`config.mk`:
```
export PLATFORM = sky130hd
export DESIGN_NAME = btn_conditioner
export DESIGN_NICKNAME = d
export VERILOG_FILES = /design/src/rtl/btn_conditioner.sv
export SDC_FILE = /design/constraint.sdc
export NUM_CORES = 1
export LEC_CHECK = 0
export ABC_CLOCK_PERIOD_IN_PS = 2500
export CORE_MARGIN = 1.5
export CORE_UTILIZATION = 47
export CTS_CLUSTER_SIZE = 25
export DETAILED_ROUTE_END_ITERATION = 8
export PLACE_DENSITY = 0.65
export SYNTH_ARGS = -nofsm -noshare
export SYNTH_HDL_FRONTEND = slang
export SYNTH_SLANG_ARGS = --single-unit
export TNS_END_PERCENT = 20
```
`constraint.sdc`:
```
create_clock -name clk -period 2.5 [get_ports clk]
set_input_delay 0.25 -clock clk [delete_from_list [all_inputs] [get_ports clk]]
set_output_delay 0.25 -clock clk [all_outputs]
set_load 0.01 [all_outputs]
```
`src/rtl/btn_conditioner.sv`:
```
// Multi-button front end: 2-flop synchroniser, tick-sampled debounce,
// registered level plus rise/fall/auto-repeat one-clock pulses.
module btn_conditioner #(
    parameter int N_BTN        = 3,
    parameter int TICK_DIV     = 131072,
    parameter int DB_CNT       = 3,
    parameter int HOLD_TICKS   = 382,
    parameter int REPEAT_TICKS = 76
) (
    input  logic             clk,
    input  logic             rst,
    input  logic [N_BTN-1:0] btn_in,
    output logic             tick,
    output logic [N_BTN-1:0] btn_level,
    output logic [N_BTN-1:0] btn_rise,
    output logic [N_BTN-1:0] btn_fall,
    output logic [N_BTN-1:0] btn_repeat
);

    localparam int PW = (TICK_DIV > 1) ? $clog2(TICK_DIV) : 1;
    localparam int DW = (DB_CNT > 1) ? $clog2(DB_CNT) : 1;
    localparam int HW = (HOLD_TICKS > 0) ? $clog2(HOLD_TICKS + 1) : 1;
    localparam bit REPEAT_EN = (HOLD_TICKS > 0);

    localparam logic [PW-1:0] PRE_MAX     = PW'(TICK_DIV - 1);
    localparam logic [DW-1:0] DB_MAX      = DW'(DB_CNT - 1);
    localparam logic [HW-1:0] HOLD_MAX    = HW'(HOLD_TICKS);
    localparam logic [HW-1:0] HOLD_RELOAD = HW'(HOLD_TICKS - REPEAT_TICKS);

    logic [N_BTN-1:0] sync1_q, sync1_d;
    logic [N_BTN-1:0] sync2_q, sync2_d;
    logic [PW-1:0]    presc_q, presc_d;
    logic             tick_q, tick_d;
    logic [DW-1:0]    db_cnt_q [N_BTN];
    logic [DW-1:0]    db_cnt_d [N_BTN];
    logic [HW-1:0]    hold_cnt_q [N_BTN];
    logic [HW-1:0]    hold_cnt_d [N_BTN];
    logic [N_BTN-1:0] stable_q, stable_d;
    logic [N_BTN-1:0] rise_q, rise_d;
    logic [N_BTN-1:0] fall_q, fall_d;
    logic [N_BTN-1:0] rep_q, rep_d;

    always_comb begin
        sync1_d    = btn_in;
        sync2_d    = sync1_q;
        tick_d     = (presc_q == PRE_MAX);
        presc_d    = tick_d ? '0 : presc_q + PW'(1);
        db_cnt_d   = db_cnt_q;
        hold_cnt_d = hold_cnt_q;
        stable_d   = stable_q;
        rise_d     = '0;
        fall_d     = '0;
        rep_d      = '0;
        if (tick_q) begin
            for (int i = 0; i < N_BTN; i++) begin
                if (sync2_q[i] == stable_q[i]) begin
                    db_cnt_d[i] = '0;
                end else if (db_cnt_q[i] == DB_MAX) begin
                    stable_d[i] = sync2_q[i];
                    db_cnt_d[i] = '0;
                    rise_d[i]   = sync2_q[i];
                    fall_d[i]   = ~sync2_q[i];
                end else begin
                    db_cnt_d[i] = db_cnt_q[i] + DW'(1);
                end
                // An accepted release suppresses any repeat due this tick
                if (fall_d[i] || !stable_q[i]) begin
                    hold_cnt_d[i] = '0;
                end else if (REPEAT_EN) begin
                    if (hold_cnt_q[i] + HW'(1) == HOLD_MAX) begin
                        rep_d[i]      = 1'b1;
                        hold_cnt_d[i] = HOLD_RELOAD;
                    end else begin
                        hold_cnt_d[i] = hold_cnt_q[i] + HW'(1);
                    end
                end
            end
        end
    end

    always_ff @(posedge clk) begin
        if (rst) begin
            sync1_q  <= '0;
            sync2_q  <= '0;
            presc_q  <= '0;
            tick_q   <= 1'b0;
            stable_q <= '0;
            rise_q   <= '0;
            fall_q   <= '0;
            rep_q    <= '0;
            for (int i = 0; i < N_BTN; i++) begin
                db_cnt_q[i]   <= '0;
                hold_cnt_q[i] <= '0;
            end
        end else begin
            sync1_q    <= sync1_d;
            sync2_q    <= sync2_d;
            presc_q    <= presc_d;
            tick_q     <= tick_d;
            stable_q   <= stable_d;
            rise_q     <= rise_d;
            fall_q     <= fall_d;
            rep_q      <= rep_d;
            db_cnt_q   <= db_cnt_d;
            hold_cnt_q <= hold_cnt_d;
        end
    end

    assign tick       = tick_q;
    assign btn_level  = stable_q;
    assign btn_rise   = rise_q;
    assign btn_fall   = fall_q;
    assign btn_repeat = rep_q;

endmodule

```
# Word-level counts from Yosys, hierarchy flattened
# Index checks and enable logic that the tools add are counted.
dict set report classes {
  add_sub_neg 7
  eq_ne 10
  mux 24
  n_bitwise 10
  reduce_logical 17
}
# operator n
set op_table {}
lappend op_table {{$mux W9} 6}
lappend op_table {{$add A9 B1 Y9 const B} 3}
lappend op_table {{$eq A9 B9 Y1 const B} 3}
lappend op_table {{$add A17 B1 Y17 const B} 1}
lappend op_table {{$eq A17 B17 Y1 const B} 1}
lappend op_table {{$mux W1} 12}
lappend op_table {{$mux W2} 6}
lappend op_table {{$reduce_or A4 Y1} 3}
lappend op_table {{$not A1 Y1} 10}
lappend op_table {{$reduce_and A3 Y1} 3}
lappend op_table {{$reduce_or A3 Y1} 3}
lappend op_table {{$add A2 B1 Y2 const B} 3}
lappend op_table {{$eq A2 B2 Y1 const B} 3}
lappend op_table {{$reduce_or A2 Y1} 2}
lappend op_table {{$eq A1 B1 Y1} 3}
lappend op_table {{$logic_not A1 Y1} 3}
lappend op_table {{$logic_or A1 B1 Y1} 3}
dict set report totals {
  register_bits 69
  in_bits 5
  output_inout_bits 13
  word_cells 88
}

# Logic depth before layout (Yosys ltp)
# Gate-level depths: netlist of run 1.
dict set report depth {
  depth_word 6
  depth_mapped 9
  mapped_depth_nobuf 7
}

# Worst setup path after synthesis of run 1
# No wires, ideal clock.
dict set report synth_path {
  kind {register to register}
  from {reg presc_q[0]}
  to {reg presc_q[10]}
  setup_time_ps 128
  t_arrival_ps 1940
  required_time_ps 2372
  setup_slack_ps 432
  path_stages_with_launch 10
  n_path_buf 2
  synth_period_minus_slack_ps 2068
  cell_sequence {dfxtp_1 -> ha_1 -> nand3_1 -> nor3_1 -> and3_1 -> ha_1 -> or2_2 -> clkbuf_1 -> clkbuf_1 -> nor2_1}
}
dict set report synth_between {
  elab_chain_len 2
  elab_cells_between_ends 3
  cone_classes {add/sub (1); eq/ne (1); reduce/logical (1)}
}
# element line
set synth_rtl {}
lappend synth_rtl {{start: declaration} 32} ;# logic [PW-1:0] presc_q, presc_d;
lappend synth_rtl {{start signal: assignment} 98} ;# presc_q <= presc_d;
lappend synth_rtl {{$eq A17 B17 Y1} 46} ;# tick_d = (presc_q == PRE_MAX);
lappend synth_rtl {{named net tick_d} 33} ;# logic tick_q, tick_d;
lappend synth_rtl {{$reduce_or A2 Y1 (no source line)} -}
# The timed path passes the listed nets, and every way through them passes these cells.
# A chain may end at the register's enable or synchronous reset.

# Final worst setup path of run 1
dict set report layout_path {
  from {reg hold_cnt_q[0] (netlist bit)}
  to {reg hold_cnt_q[2] (netlist bit)}
}
dict set report layout_between {
  elab_chain_len 4
}
# element line
set layout_rtl {}
lappend layout_rtl {{start: declaration} 36} ;# logic [HW-1:0] hold_cnt_q [N_BTN];
lappend layout_rtl {{start signal: assignment} 105} ;# hold_cnt_q <= hold_cnt_d;
lappend layout_rtl {{$add A9 B1 Y9 (*)} {70, 74}}
lappend layout_rtl {{$eq A9 B9 Y1} 70} ;# if (hold_cnt_q[i] + HW'(1) == HOLD_MAX) begin
lappend layout_rtl {{$mux W9 (*)} 70}
lappend layout_rtl {{$mux W9 (*)} 67} ;# if (fall_d[i] || !stable_q[i]) begin
# Mark *: on every way between the ends. The rest lies on a longest branch, timed or not.

==> results of run 1 <==
-- flip-flops by register name (all words and copies together), names as in the netlist --
name        count
btn_fall        3
btn_level       3
btn_repeat      3
btn_rise        3
db_cnt_q        6
hold_cnt_q     27
presc_q        17
sync1_q         3
sync2_q         3
tick            1
-- where the power goes --
part	leakage [nW]	internal [mW]	total (mW)	switching [mW]
clock network	0.103	0.494	0.932	0.438
logic	0.649	0.0164	0.0391	0.0227
registers	0.557	1.11	1.11	0.00582
total	1.31	1.62	2.08	0.466
-- metrics by stage --
stage / util [%] / power, mW / hold slack [ns] / cells / area (µm²)
6_report: 55.2 / 2.08 / 0.442 / 513 / 3770
5_1_grt: 55.2 / 2.17 / 0.452 / 513 / 3770
4_1_cts: 55.2 / 2.12 / 0.435 / 513 / 3770
3_5_place_dp: 52.2 / 1.18 / 0.428 / 497 / 3570
3_3_place_gp: 52.2 / 1.18 / 0.424 / 497 / 3570
2_1_floorplan: - / 1.16 / 0.378 / 398 / 3330
-- final timing paths --
check / to / slack [ns]
worst max-delay path: hold_cnt_q[2] / 0.53
worst min register to register: sync2_q[1] / 0.44
worst min-delay path: sync2_q[1] / 0.44
worst max register to register: hold_cnt_q[2] / 0.53
-- per-layer routing --
layer  global-route usage [%]  vias to the layer above  part of all wire [%]
li1                         -                     1442                     -
met1                     23.0                     1296                    48
met4                     7.94                        0                   1.2
met5                        0                        -                     0
met3                     4.74                        5                   3.6
met2                     29.9                       39                    47
-- worst max-delay path: cells and delay by family (launching register included) --
family,cells,cell delay [ns]
AO/OA/AOI/OAI,4,0.99
adder cells (fa/ha/maj),1,0.27
flip-flops,1,0.39
AND/OR/NAND/NOR,1,0.21
-- layout make-up --
| cell class | instances | area [µm²] | area share [%] |
|---|---|---|---|
| multi-input combinational | 298 | 1820 | 48.2 |
| sequential | 69 | 1380 | 36.6 |
| clock buffer | 10 | 138 | 3.65 |
| tap | 96 | 120 | 3.18 |
| inverter | 14 | 52.6 | 1.39 |
| timing repair buffer | 20 | 193 | 5.11 |
| clock inverter | 6 | 68.8 | 1.82 |
-- logic make-up after synthesis --
| kind of cell | Yosys count |
|---|---|
| xor gates and xnor gates | 19 |
| adders and majority gates | 8 |
| and+or+nand+nor | 186 |
| DFF | 69 |
| buffers and inverters | 31 |
| muxes | 3 |
| AOI/OAI and AO/OA | 82 |
-- Yosys cell counts, types with 5 or more instances --
library cell | number | area [µm²]
dfxtp_1 | 69 | 1380
nor2_1 | 50 | 188
nand2_1 | 37 | 139
nand3_1 | 22 | 110
a21oi_1 | 20 | 100
clkbuf_1 | 14 | 52.6
inv_1 | 14 | 52.6
and3_1 | 13 | 81.3
o21ai_0 | 12 | 60.1
o21ai_1 | 11 | 55.1
xor2_1 | 11 | 96.3
nor2b_1 | 9 | 56.3
o211ai_1 | 9 | 67.6
ha_1 | 8 | 100
nor3_1 | 8 | 40.0
xnor2_1 | 8 | 70.1
nand4_1 | 5 | 31.3
nor4_1 | 5 | 31.3
==> flow_summary.json, run 1 <==
{
  "yosys_register_bits": 69,
  "vias": 2782,
  "period_share_pct": 78.8,
  "viasPerCell": 5.42,
  "setup_viol_count_final": 0,
  "grt_max_degree": 32,
  "worstRegToRegCells": 6,
  "synth_top_family_by_area": "simple AND/OR/NAND/NOR gates",
  "crit_path_start_kind": "flip-flop",
  "synth_seq_area_share_pct": 41.5,
  "area_growth_syn_to_layout_pct": 13.4,
  "syn_area_per_cell_um2": 8.36,
  "min_from": "sync1_q[1]",
  "rows": 30,
  "rsz0062_at_grt": "no",
  "synth_edf_count": 0,
  "fill_cells": 666,
  "synth_ff_type": "dfxtp_1",
  "cts_resized": 0,
  "antenna_found_initial": 0,
  "htree_levels": 3,
  "dr.pass1.iters": 4,
  "syn_inst": 398,
  "hold_path.class": "flip-flop to flip-flop",
  "synth_compound_area_share_pct": 16.9,
  "cp-startpoint": "hold_cnt_q[0]",
  "drive_above_1_share_pct": 6.95,
  "crit_path_cell_trace": "ha_1 -> and2b_1 -> o21ai_1 -> a2111oi_4 -> a21oi_2 -> a221o_1",
  "portBuffers": 17,
  "initial_core_util_pct": 48.7,
  "timing.rr.start": "hold_cnt_q[0]",
  "layout_setup_ws_ns": 0.529,
  "layout_commonest_cell": "dfxtp_1",
  "post_drt_wl_per_cell_um": 12.5,
  "slew_headroom_pct": 66.7,
  "fmax_ghz": 0.507,
  "drv_slew": 0,
  "core_um2": 6830,
  "place_congestion": 0.798,
  "die_w_um": 87.1,
  "grt_pass1_vias": 2458,
  "hold_viol_final": 0,
  "drv_cap": 0,
  "cts_setup_buffers": 0,
  "holdBufCountCts": 0,
  "pin_count": 18,
  "dpl_worst_slack_ns": 0.543,
  "critPathCaptureType": "flip-flop",
  "cts_root_buffer": "clkbuf_8",
  "die_y_um": 87.1,
  "hold_depth": 1,
  "final_cell_mix": "dfxtp_1, nor2_1, nand2_1",
  "ys_types": 60,
  "crit_required_ns": 2.73,
  "synthAdderAreaFrac_pct": 3.01,
  "fin_nets": 425,
  "setup_tns_ns": 0,
  "clock_skew_ns": 0.00953,
  "worst_ir_drop_vdd_mv": 0.268,
  "grt.total_usage_pct": 18.4,
  "cts.path.max_buffers": 2,
  "overflow": 0,
  "status": "completed",
  "syn_area_um2": 3330,
  "p_per_area_nw_per_um2": 552,
  "clk_latency_ns": 0.35,
  "cts_buffers": 9,
  "crit_type": "flip-flop to flip-flop",
  "drc_errors": 0,
  "wirelength_mm": 6.41,
  "grt_pass1_wl_mm": 11.0,
  "worstPathArrival_ns": 2.20,
  "drt_iter0_drc": 111,
  "hpwl_mm": 4.59,
  "die_area_um2": 7590,
  "yosysWarnings": 0,
  "p_leak_nw": 1.31,
  "antenna_cells": 0,
  "final_antenna_net_count": 0,
  "async_reset_ff_share_pct": 0,
  "cp_slowest_stage_delay_ns": 0.48,
  "synthSimpleGateAreaFrac_pct": 28.9,
  "worst_pin_slew_ns": 0.499,
  "synthXorXnorAreaFrac_pct": 5.00,
  "cts_sinks": 69,
  "cp_slowest_cell": "a2111oi_4",
  "clkSlewWorstSetupHoldPaths_ns": 0.07,
  "cts_tree": "yes",
  "fin_crit_ns": 1.97,
  "synth_mux_area_share_pct": 0.903,
  "syn_nets": 411,
  "path_max_fanout": 8
}
Power figures use the tool's default switching activity.
==> run 2, diff against run 1 <==
- ABC_CLOCK_PERIOD_IN_PS: 2500 -> 2000
- clock period: 2.5 -> 2 ns (I/O delays scaled with it)
==> run 2 against run 1 <==
Wire length rose by 5.9%; global-route usage is 0.28 points higher; sequential cell count unchanged; largest cell class unchanged; largest power group unchanged; highest routed layer unchanged.
==> flow_summary.json, run 2 (synthesized netlist as in run 1, its figures left out) <==
{
  "status": "completed",
  "p_leak_nw": 1.36,
  "r2r_setup_slack_ns": 0.1,
  "portBuffers": 17,
  "cts_sinks": 69,
  "cts.path.max_buffers": 2,
  "antenna_found_initial": 0,
  "antenna_cells": 0,
  "die_area_um2": 7590,
  "largest_reg_flops": 27,
  "htree_levels": 3,
  "hold_path.class": "input port to flip-flop",
  "cts_root_buffer": "clkbuf_8",
  "cp_slowest_cell": "a2111oi_4",
  "cpLargestDelayFamily": "compound AO/OA/AOI/OAI gates",
  "drv_cap": 0,
  "setup_viol_count_final": 0,
  "grt_pass1_wl_mm": 11.3,
  "fin_crit_ns": 1.90,
  "post_drt_wl_per_cell_um": 13.0,
  "crit_type": "flip-flop to flip-flop",
  "drive_above_1_share_pct": 9.15,
  "die_w_um": 87.1,
  "path_max_fanout": 6,
  "fin_nets": 434,
  "drc_errors": 0,
  "slew_headroom_pct": 67.9,
  "clk_latency_ns": 0.34,
  "final_antenna_net_count": 0,
  "worst_ir_drop_vdd_mv": 0.427,
  "place_inst": 505,
  "overflow": 0,
  "layout_commonest_cell": "dfxtp_1",
  "intPower_mw": 2.05,
  "top_regs": "hold_cnt_q x27, presc_q x17, db_cnt_q x6",
  "cts_buffers": 9,
  "clock_skew_ns": 0.0116,
  "dr.pass1.iters": 4,
  "vias": 2819,
  "crit_required_ns": 2.22,
  "drv_slew": 0,
  "period_share_pct": 95.0,
  "p_clk_share_pct": 44.4,
  "grt_pass1_vias": 2503,
  "worst_pin_slew_ns": 0.482,
  "cts_tree": "yes",
  "fmax_ghz": 0.526,
  "p_switching_mw": 0.548,
  "seqPwrFrac_pct": 53.5,
  "area_growth_syn_to_layout_pct": 16.1,
  "hpwl_mm": 4.74,
  "p_comb_share_pct": 2.1,
  "setup_tns_ns": 0,
  "power.total_mw": 2.60,
  "hold_viol_final": 0,
  "layout_setup_ws_ns": 0.0995,
  "cp_slowest_stage_delay_ns": 0.52,
  "drt_iter0_drc": 72,
  "wirelength_mm": 6.78,
  "place_area_um2": 3640,
  "p_per_area_nw_per_um2": 674,
  "crit_path_cell_trace": "ha_2 -> and2b_1 -> nand2_1 -> a2111oi_4 -> a21oi_2 -> a221o_1",
  "critPathCaptureType": "flip-flop",
  "whs_ns": 0.418,
  "initial_core_util_pct": 48.7,
  "die_y_um": 87.1,
  "regMostFlops": "hold_cnt_q",
  "clkSlewWorstSetupHoldPaths_ns": 0.07,
  "worstPathArrival_ns": 2.13,
  "critPathBufInv": 0,
  "grt.total_usage_pct": 18.6,
  "core_um2": 6830,
  "final_cells": 522,
  "place_congestion": 0.824,
  "pin_count": 18,
  "rows": 30,
  "crit_path_start_kind": "flip-flop",
  "dpl_worst_slack_ns": 0.0521,
  "utilization_pct": 56.5,
  "power_switching_share_pct": 21.1,
  "design_area_um2": 3860,
  "final_cell_mix": "dfxtp_1, nor2_1, nand2_1",
  "viasPerCell": 5.40,
  "grt_max_degree": 33
}
[run 2: cell types whose count changed in the layout (fill, tap and decap cells not counted), sizes merged]
cell and delta:
buf +9, clkinvlp -1, inv -2, clkbuf +3
[run 2: final timing paths]
kind,startpoint,endpoint,depth (start not counted)
setup / recovery,hold_cnt_q[1],hold_cnt_q[2],6
setup reg to reg,hold_cnt_q[1],hold_cnt_q[2],6
hold reg to reg,sync1_q[2],sync2_q[2],1
hold / removal,btn_in[1],sync1_q[1],2
[run 2: per-layer routing]
layer / part of all wire [%] / GRT usage [%] / vias to the layer above
li1: - / - / 1452
met1: 52 / 25.7 / 1331
met2: 45 / 29.3 / 28
met3: 2.4 / 4.36 / 8
met4: 0.96 / 5.19 / 0
met5: 0 / 0 / -
[run 2: worst register-to-register path: stages, from the launching register on]
cell and delay, ns:
dfxtp_2 0.38, ha_2 0.22, and2b_1 0.15, nand2_1 0.11, a2111oi_4 0.52, a21oi_2 0.09
a221o_1 0.32
[run 2: power groups by stage]
stage          Combinational, mW  Clock [mW]  Sequential (mW)
2_1_floorplan             0.0322           0             1.42
3_3_place_gp              0.0525           0             1.42
3_5_place_dp              0.0535           0             1.42
4_1_cts                   0.0534        1.19             1.39
5_1_grt                   0.0606        1.25             1.39
6_report                  0.0537        1.16             1.39
[run 2: what timing repair did]
action,CTS,global route
buffers inserted,0,1
resized for setup,0,4
hold buffers,0,0
endpoints found under the setup margin,0,9
[run 2: cell type report]
class	count	area (µm²)
Clock buffer	13	159
Inverter	14	52.6
Tap cell	96	120
Multi-Input combinational cell	298	1830
Fill cell	670	2970
Timing Repair Buffer	29	273
Clock inverter	3	43.8
Sequential cell	69	1380
==> run 3, diff against run 2 <==
- CAP_MARGIN: not set -> 10
==> results of run 3 <==
Final layout, timing and power as in run 2 (identical DEF).
